--- src/rtl/cpu_mem_responder.sv ---
// cpu_mem_responder: memory-side responder for the CPU's byte-wide bus.
//   - Program/data RAM, filled by a boot loader while the CPU is held in reset.
//   - Memory-mapped TX FIFO that the CPU fills and an outside sink drains.
// Optional build macro: CPU_MEM_RESP_CYCLE_CNT_EN adds a 32-bit RUN-cycle
// counter, readable bytewise at IO_BASE+4..+7.
// Ports:
//   clk, reset          clock; asynchronous active-low reset
//   address             CPU bus address (RAM below MEM_BYTES, I/O at IO_BASE)
//   write_data_mem      CPU store byte, writeBack = store strobe
//   read_data           combinational read byte for the current address
//   cpu_reset           active-high reset for the CPU (held until RUN)
//   load_valid/byte/last, load_ready   boot byte stream
//   tx_valid/data, tx_ready            TX FIFO head towards the byte sink
module cpu_mem_responder #(
  parameter int          MEM_BYTES  = 256,
  parameter int          ADDR_W     = 8,
  parameter int          FIFO_DEPTH = 8,
  parameter logic [31:0] IO_BASE    = 32'hFFFF_FF00
) (
  input  logic        clk,
  input  logic        reset,
  input  logic [31:0] address,
  input  logic [7:0]  write_data_mem,
  input  logic        writeBack,
  output logic [7:0]  read_data,
  output logic        cpu_reset,
  input  logic        load_valid,
  input  logic [7:0]  load_byte,
  input  logic        load_last,
  output logic        load_ready,
  output logic        tx_valid,
  output logic [7:0]  tx_data,
  input  logic        tx_ready
);
  localparam int PW = $clog2(FIFO_DEPTH);
  localparam int CW = PW + 1;

  typedef enum logic [1:0] {S_LOAD, S_RELEASE, S_RUN} state_e;

  state_e              state_q, state_d;
  logic [ADDR_W-1:0]   ptr_q, ptr_d;
  logic                load_we;

  logic [7:0]          mem [MEM_BYTES];
  logic [7:0]          fifo [FIFO_DEPTH];
  logic [PW-1:0]       rd_q, rd_d, wr_q, wr_d;
  logic [CW-1:0]       cnt_q, cnt_d, free;
  logic                ovf_q, ovf_d;

  logic                is_run, ram_sel, cpu_we;
  logic                empty, full, pop, push, push_ok;
  logic [31:0]         off;

  // ---------------- boot sequencing ----------------
  always_comb begin
    state_d = state_q;
    ptr_d   = ptr_q;
    load_we = 1'b0;
    case (state_q)
      S_LOAD: begin
        if (load_valid) begin
          load_we = 1'b1;
          ptr_d   = ptr_q + 1'b1;
          if (load_last || ptr_q == ADDR_W'(MEM_BYTES - 1)) state_d = S_RELEASE;
        end
      end
      // One extra reset cycle so the CPU sees a reset edge after the last byte.
      S_RELEASE: state_d = S_RUN;
      S_RUN:     state_d = S_RUN;
      default:   state_d = S_LOAD;
    endcase
  end

  always_ff @(posedge clk or negedge reset) begin
    if (!reset) begin
      state_q <= S_LOAD;
      ptr_q   <= '0;
    end else begin
      state_q <= state_d;
      ptr_q   <= ptr_d;
    end
  end

  assign is_run     = (state_q == S_RUN);
  assign cpu_reset  = !is_run;
  assign load_ready = (state_q == S_LOAD);

  // ---------------- RAM ----------------
  assign ram_sel = (address < 32'(MEM_BYTES));
  assign cpu_we  = is_run && writeBack && ram_sel;

  // Loader and CPU writes are mutually exclusive by state; contents survive reset.
  always_ff @(posedge clk) begin
    if (load_we)     mem[ptr_q]                 <= load_byte;
    else if (cpu_we) mem[address[ADDR_W-1:0]]   <= write_data_mem;
  end

  // ---------------- TX FIFO ----------------
  assign empty    = (cnt_q == '0);
  assign full     = (cnt_q == CW'(FIFO_DEPTH));
  assign tx_valid = !empty;
  assign tx_data  = empty ? 8'h00 : fifo[rd_q];
  assign pop      = tx_valid && tx_ready;
  assign push     = is_run && writeBack && (address == IO_BASE);
  // A same-cycle pop frees the slot, so a full FIFO still takes the push.
  assign push_ok  = push && (!full || pop);
  assign free     = CW'(FIFO_DEPTH) - cnt_q;

  always_comb begin
    rd_d  = rd_q + PW'(pop);
    wr_d  = wr_q + PW'(push_ok);
    cnt_d = cnt_q + CW'(push_ok) - CW'(pop);
    ovf_d = ovf_q || (push && !push_ok);
  end

  always_ff @(posedge clk or negedge reset) begin
    if (!reset) begin
      rd_q  <= '0;
      wr_q  <= '0;
      cnt_q <= '0;
      ovf_q <= 1'b0;
    end else begin
      rd_q  <= rd_d;
      wr_q  <= wr_d;
      cnt_q <= cnt_d;
      ovf_q <= ovf_d;
    end
  end

  always_ff @(posedge clk) begin
    if (push_ok) fifo[wr_q] <= write_data_mem;
  end

`ifdef CPU_MEM_RESP_CYCLE_CNT_EN
  // ---------------- RUN-cycle counter ----------------
  logic [31:0] cyc_q, cyc_d;
  always_comb cyc_d = is_run ? cyc_q + 32'd1 : cyc_q;
  always_ff @(posedge clk or negedge reset) begin
    if (!reset) cyc_q <= '0;
    else        cyc_q <= cyc_d;
  end
`endif

  // ---------------- read mux ----------------
  assign off = address - IO_BASE;

  always_comb begin
    read_data = 8'h00;
    if (ram_sel)          read_data = mem[address[ADDR_W-1:0]];
    else if (off == 32'd0) read_data = {5'b0, ovf_q, full, empty};
    else if (off == 32'd1) read_data = 8'(free);
`ifdef CPU_MEM_RESP_CYCLE_CNT_EN
    else if (off >= 32'd4 && off <= 32'd7) read_data = cyc_q[8*off[1:0] +: 8];
`endif
  end
endmodule
--- config.mk ---
export PLATFORM = sky130hd
export DESIGN_NAME = cpu_mem_responder
export DESIGN_NICKNAME = d
export VERILOG_FILES = /design/src/rtl/cpu_mem_responder.sv
export SDC_FILE = /design/constraint.sdc
export NUM_CORES = 2
export LEC_CHECK = 0
export CAP_MARGIN = 40
export CORE_MARGIN = 5
export CORE_UTILIZATION = 60
export DETAILED_ROUTE_END_ITERATION = 8
export MAX_ROUTING_LAYER = met4
export PLACE_DENSITY = 0.76
export SETUP_SLACK_MARGIN = 0.4
export SYNTH_ARGS = -nofsm -noshare
export SYNTH_HDL_FRONTEND = slang
export SYNTH_SLANG_ARGS = --single-unit
--- constraint.sdc ---
create_clock -name clk -period 6.2 [get_ports clk]
set_input_delay 0.93 -clock clk [delete_from_list [all_inputs] [get_ports clk]]
set_output_delay 0.93 -clock clk [all_outputs]
set_load 0.03 [all_outputs]
Word level (Yosys, flattened, before mapping)
Memory sizes are Yosys's and may differ from the RTL's.
Cells that the tools add are included.
- add/subtract/negate cells: 7
- magnitude comparators: 1
- equal/unequal tests: 8
- muxes and demuxes: 19
- reduce and logical (&&, ||, !) cells: 20
- operator list (cell ; number):
    $eq A32 B1 Y1 const B ; 1
    $eq A32 B32 Y1 const B ; 1
    $logic_not A32 Y1 ; 1
    $lt A32 B9 Y1 const B ; 1
    $mux W8 ; 4
    $sub A32 B32 Y32 const B ; 1
    $mux W1 ; 10
    $add A8 B1 Y8 const B ; 1
    $eq A8 B8 Y1 const B ; 1
    $mux W4 ; 2
    $reduce_or A8 Y1 ; 1
    $add A3 B1 Y3 ; 2
    $logic_and A1 B1 Y1 ; 6
    $add A4 B1 Y4 ; 1
    $eq A4 B4 Y1 const B ; 1
    $logic_not A1 Y1 ; 4
    $logic_not A4 Y1 ; 1
    $mux W2 ; 2
    $pmux W2 S2 ; 1
    $reduce_and A2 Y1 ; 2
    $sub A4 B1 Y4 ; 1
    $sub A4 B4 Y4 const A ; 1
    $logic_or A1 B1 Y1 ; 3
    $eq A2 B1 Y1 const B ; 1
    other kinds (5) ; 5
- register bits after elaboration: 21
- bits in writable memories: 2112
- input port bits: 54
- output and inout bits: 19
- logic and storage cells: 63
- memories kept: 2
- memories (name ; words ; width ; rd ports ; clocked after memory_dff ; write ports ; line ; source):
    mem ; 256 ; 8 ; 1 ; 0 ; 1 ; 44 ; logic [7:0] mem [MEM_BYTES];
    fifo ; 8 ; 8 ; 1 ; 0 ; 1 ; 45 ; logic [7:0] fifo [FIFO_DEPTH];

Depth between registers and ports, before layout
- depth after elaboration: 8
- gate-level depth with buffers: 16
- gate-level depth less buffers: 15

Worst setup path after synthesis
OpenSTA, ideal clock, no wires.
- kind: input -> register
- start: in address[31]
- end: mem mem[0][0], data pin
- setup time: 825 ps
- arrival time: 5247 ps
- required time: 5375 ps
- slack: 128 ps
- cell stages on the path: 7
- buffers on the path: 2
- cells stage by stage: nor4_1 nand4_1 nor4_4 buf_2 buf_6 nand2_1 nand2_1
- longest elaborated chain between the ends: 7
- ends and longest elaborated chain (item ; line ; source):
    start: declaration ; 22 ; input logic [31:0] address,
    $lt A32 B9 Y1 ; 89 ; assign ram_sel = (address < 32'(MEM_BYTES));
    $logic_and A1 B1 Y1 ; 90 ; assign cpu_we = is_run && writeBack && ram_sel;
    $mux W1 ; 95 ; else if (cpu_we) mem[address[ADDR_W-1:0]] <= write_data_mem;
    $mux W1 ; 94 ; if (load_we) mem[ptr_q] <= load_byte;
    $mux W1 (implied by the code) ; 95 ;
    $reduce_or A8 Y1 (no line) ; - ;
    $mux W8 (no line) ; - ;
    end: declaration ; 44 ;
Every way passes these cells.

Final worst setup path
- start: in address[0]
- end: out read_data[7]
- longest elaborated chain between the ends: 2
- elaborated cells on any way between the ends: 3
- those cells by class: 1 x order compare; 1 x mux; 1 x memory
- ends and longest elaborated chain (item ; line ; source):
    $mem_v2 Z256 W8 or $lt A32 B9 Y1 (tied branches) ; - ;
    $mux W8 (*) ; 149 ; if (ram_sel) read_data = mem[address[ADDR_W-1:0]];
    end: declaration ; 25 ; output logic [7:0] read_data,
Mark *: on every way between the ends. The rest lies on a longest branch, timed or not.

==> metrics.csv <==
metric;value;unit
critical_path.max_fanout;41;
finalCritPeriodShare;90.4;%
p_clk_share;39.5;%
wl_per_cell;34.4;um
synth_fp_nets;3983;
synth-edff-count;2112;
syn_avg_cell_area;21.4;um2
cp.arrival;4.68;ns
clockRootBuffer;clkbuf_16;
cts_max_path_buffers;3;
final_cell_mix;edfxtp_1 (2112), mux4_2 (564), nor2_1 (313), buf_4 (299), clkbuf_16 (201);
die_w;384;um
hold_path_class;reg -> reg;
p_int;23800;uW
synth_warnings;0;
ir_drop;0.347;mV
core_area;0.139;mm2
ctsHoldBuffers;0;
vias;43500;
rsz0062_at_grt;no;
worst_pin_slew;1.05;ns
end_kind;output pin;
crit_chain;buf_8 -> buf_12 -> mux4_2 -> nor2_1 -> a2111oi_0 -> buf_4 -> o21ai_0 -> a211o_1 -> a2111oi_1 -> buf_4 -> buf_12;
p_leak;0.0303;uW
required;5.27;ns
area_growth;13.8;%
synthDominantCellAreaShare;75.7;%
period_minus_slack;5.61;ns
switchingPower;7150;uW
drc;0;
synth_cells;3913;
clk-insertion-delay-late;0.85;ns
power.density;325;mW/mm2
swShare;23.1;%
crit_buf_inv;5;
setup_tns;0;ns
clock.fmax;0.178;GHz
yosysUniqueCellTypes;65;
ys_seq_elements;2133;
layout_commonest_cell;edfxtp_1;
vias_per_cell;6.84;
dp_cells;5969;
p_seq_share;52.0;%
regToRegSetupSlack;2.17;ns
grt_first_pass_wirelength;317000;um
synth_area;0.0838;mm2
synth_area_leaders;edfxtp_1 (76%), mux4_2 (15%), mux2i_1 (1.5%), nor2_1 (1.4%), dfrtp_1 (0.63%);
cts_setup_buffers;0;
fin_cells;6358;
grt_pass1_vias;43800;
slew_viol_final;0;
crit_type;in -> out;
ctsResizeCount;0;
hold_viol;0;
ys_async_sr_fraction;0.985;%
ant_nets;0;
die_height;384;um
status;finished clean;
grt-ovfl-total;0;
pin_count;73;
grt_use_total;31.2;%
synthFlopType;edfxtp_1;
pre_cts_ws;0.631;ns
setup_slack;0.594;ns
cp_slowest_cell;a2111oi_0;
ys_seq_area_share;76.3;%
h-tree-depth;4;
finClkSkew;0.0255;ns
grt_start_max_net_pins;158;
rows;137;
cts_tree;done;
io_buffers;72;
routed_wl;218000;um
drv_cap;0;
share_comb_of_total_power;8.5;%
initial_core_util;60.2;%
cts-buffers-inserted;199;
cp_top_family;compound AO/OA/AOI/OAI gates;
path_clk_slew;0.06;ns
drt_iter0_markers;6848;
fin_nets;4366;
cts.sinks;2133;
dpl.hpwl;132000;um
routabilityCongestion;0.935;
slew_headroom;29.1;%
synth_top_cell_by_area;edfxtp_1;
drive_gt1_share;27.7;%
drt_first_pass_iters;7;
setup.worst_path.start_class;input pin;
fill_cells;8207;
dieArea;0.147;mm2
setup_viol;0;
critPathMaxStageDelay;0.63;ns
antenna_found_initial;10;
layout make-up:
type	count	area (um2)	area share, %
Inverter	17	63.8	0.0669
Clock inverter	129	1310	1.37
Timing Repair Buffer	413	3860	4.05
Multi-Input combinational cell	1532	18600	19.5
Clock buffer	246	5200	5.45
Tap cell	1876	2350	2.46
Antenna cell	12	30.0	0.0315
Sequential cell	2133	63900	67.0
Yosys cell counts (all sizes together) (5+ instances only):
master   number
nor3         22
mux4        564
o31ai         6
mux2          5
a21oi        31
nor2b        11
o21ai        44
nand3        26
edfxtp     2112
a31oi        21
nor4         17
dfrtp        21
o22ai         9
o221ai        7
nand2       109
inv          16
a211oi       15
mux2i       122
nand2b       14
nand4        17
or2          16
nor2        316
and2         10
xnor2         9
a221oi       18
a22oi        42
ha           15
clkbuf       79
a2111oi       6
buf         152
layer usage:
layer  vias to the layer above  wire [um]  global-route usage (%)
met3                       582      28600                    8.46
met2                      3321     103000                    46.2
met5                         -          0                       -
met1                     22500      76300                    42.0
li1                      17100          -                       -
met4                         0      10400                    12.6
tightest hold or removal path: cells and delay by family (launching register included):
family	cells	cell delay (ns)
AOI/OAI and AO/OA	1	0.06
buffers and inverters	1	0.04
DFF	1	0.32
kinds of logic after synthesis:
family / count (synthesis) / synth area share, %
muxes: 691 / 16.7
buffers and inverters: 248 / 1.66
DFF: 2133 / 76.3
xor gates and xnor gates: 13 / 0.136
AOI/OAI and AO/OA: 237 / 1.96
adders and majority gates: 16 / 0.248
and+or+nand+nor: 575 / 3.00
registers in the layout, indices dropped and copies added (netlist names):
signal	count
cnt_q	4
fifo	64
mem	2048
ovf_q	1
ptr_q	8
rd_q	3
state_q	2
wr_q	3
power groups by stage:
stage                     combinational, uW  sequential, uW  clock (uW)
after floorplan                        1550           16300           0
after global placement                 2460           16400           0
after detailed placement               2560           16400           0
after CTS                              2590           16100       12300
after global routing                   2740           16100       13000
final                                  2630           16100       12300
per-stage QoR:
stage	power [uW]	util, %	cell area, um2	hold slack (ns)
floorplan	17900	-	83800	0.421
global placement	18900	63.6	88600	0.436
detailed placement	19000	63.8	88800	0.442
CTS	31000	68.5	95300	0.417
global route	31800	68.5	95400	0.464
finish	31000	68.5	95400	0.454
worst paths after layout:
path,start,to,depth (start not counted)
setup / recovery,address[0],read_data[7],11
hold / removal,ovf_q$_DFF_PN0_,ovf_q$_DFF_PN0_,2
setup reg to reg,state_q[1]$_DFFE_PN0P_,mem[131][2]$_DFFE_PP_,9
hold reg to reg,ovf_q$_DFF_PN0_,ovf_q$_DFF_PN0_,2
max in group asynchronous,reset,ptr_q[4]$_DFFE_PN0P_,2
min in group asynchronous,reset,wr_q[2]$_DFF_PN0_,2
Power figures use the tool's default switching activity.
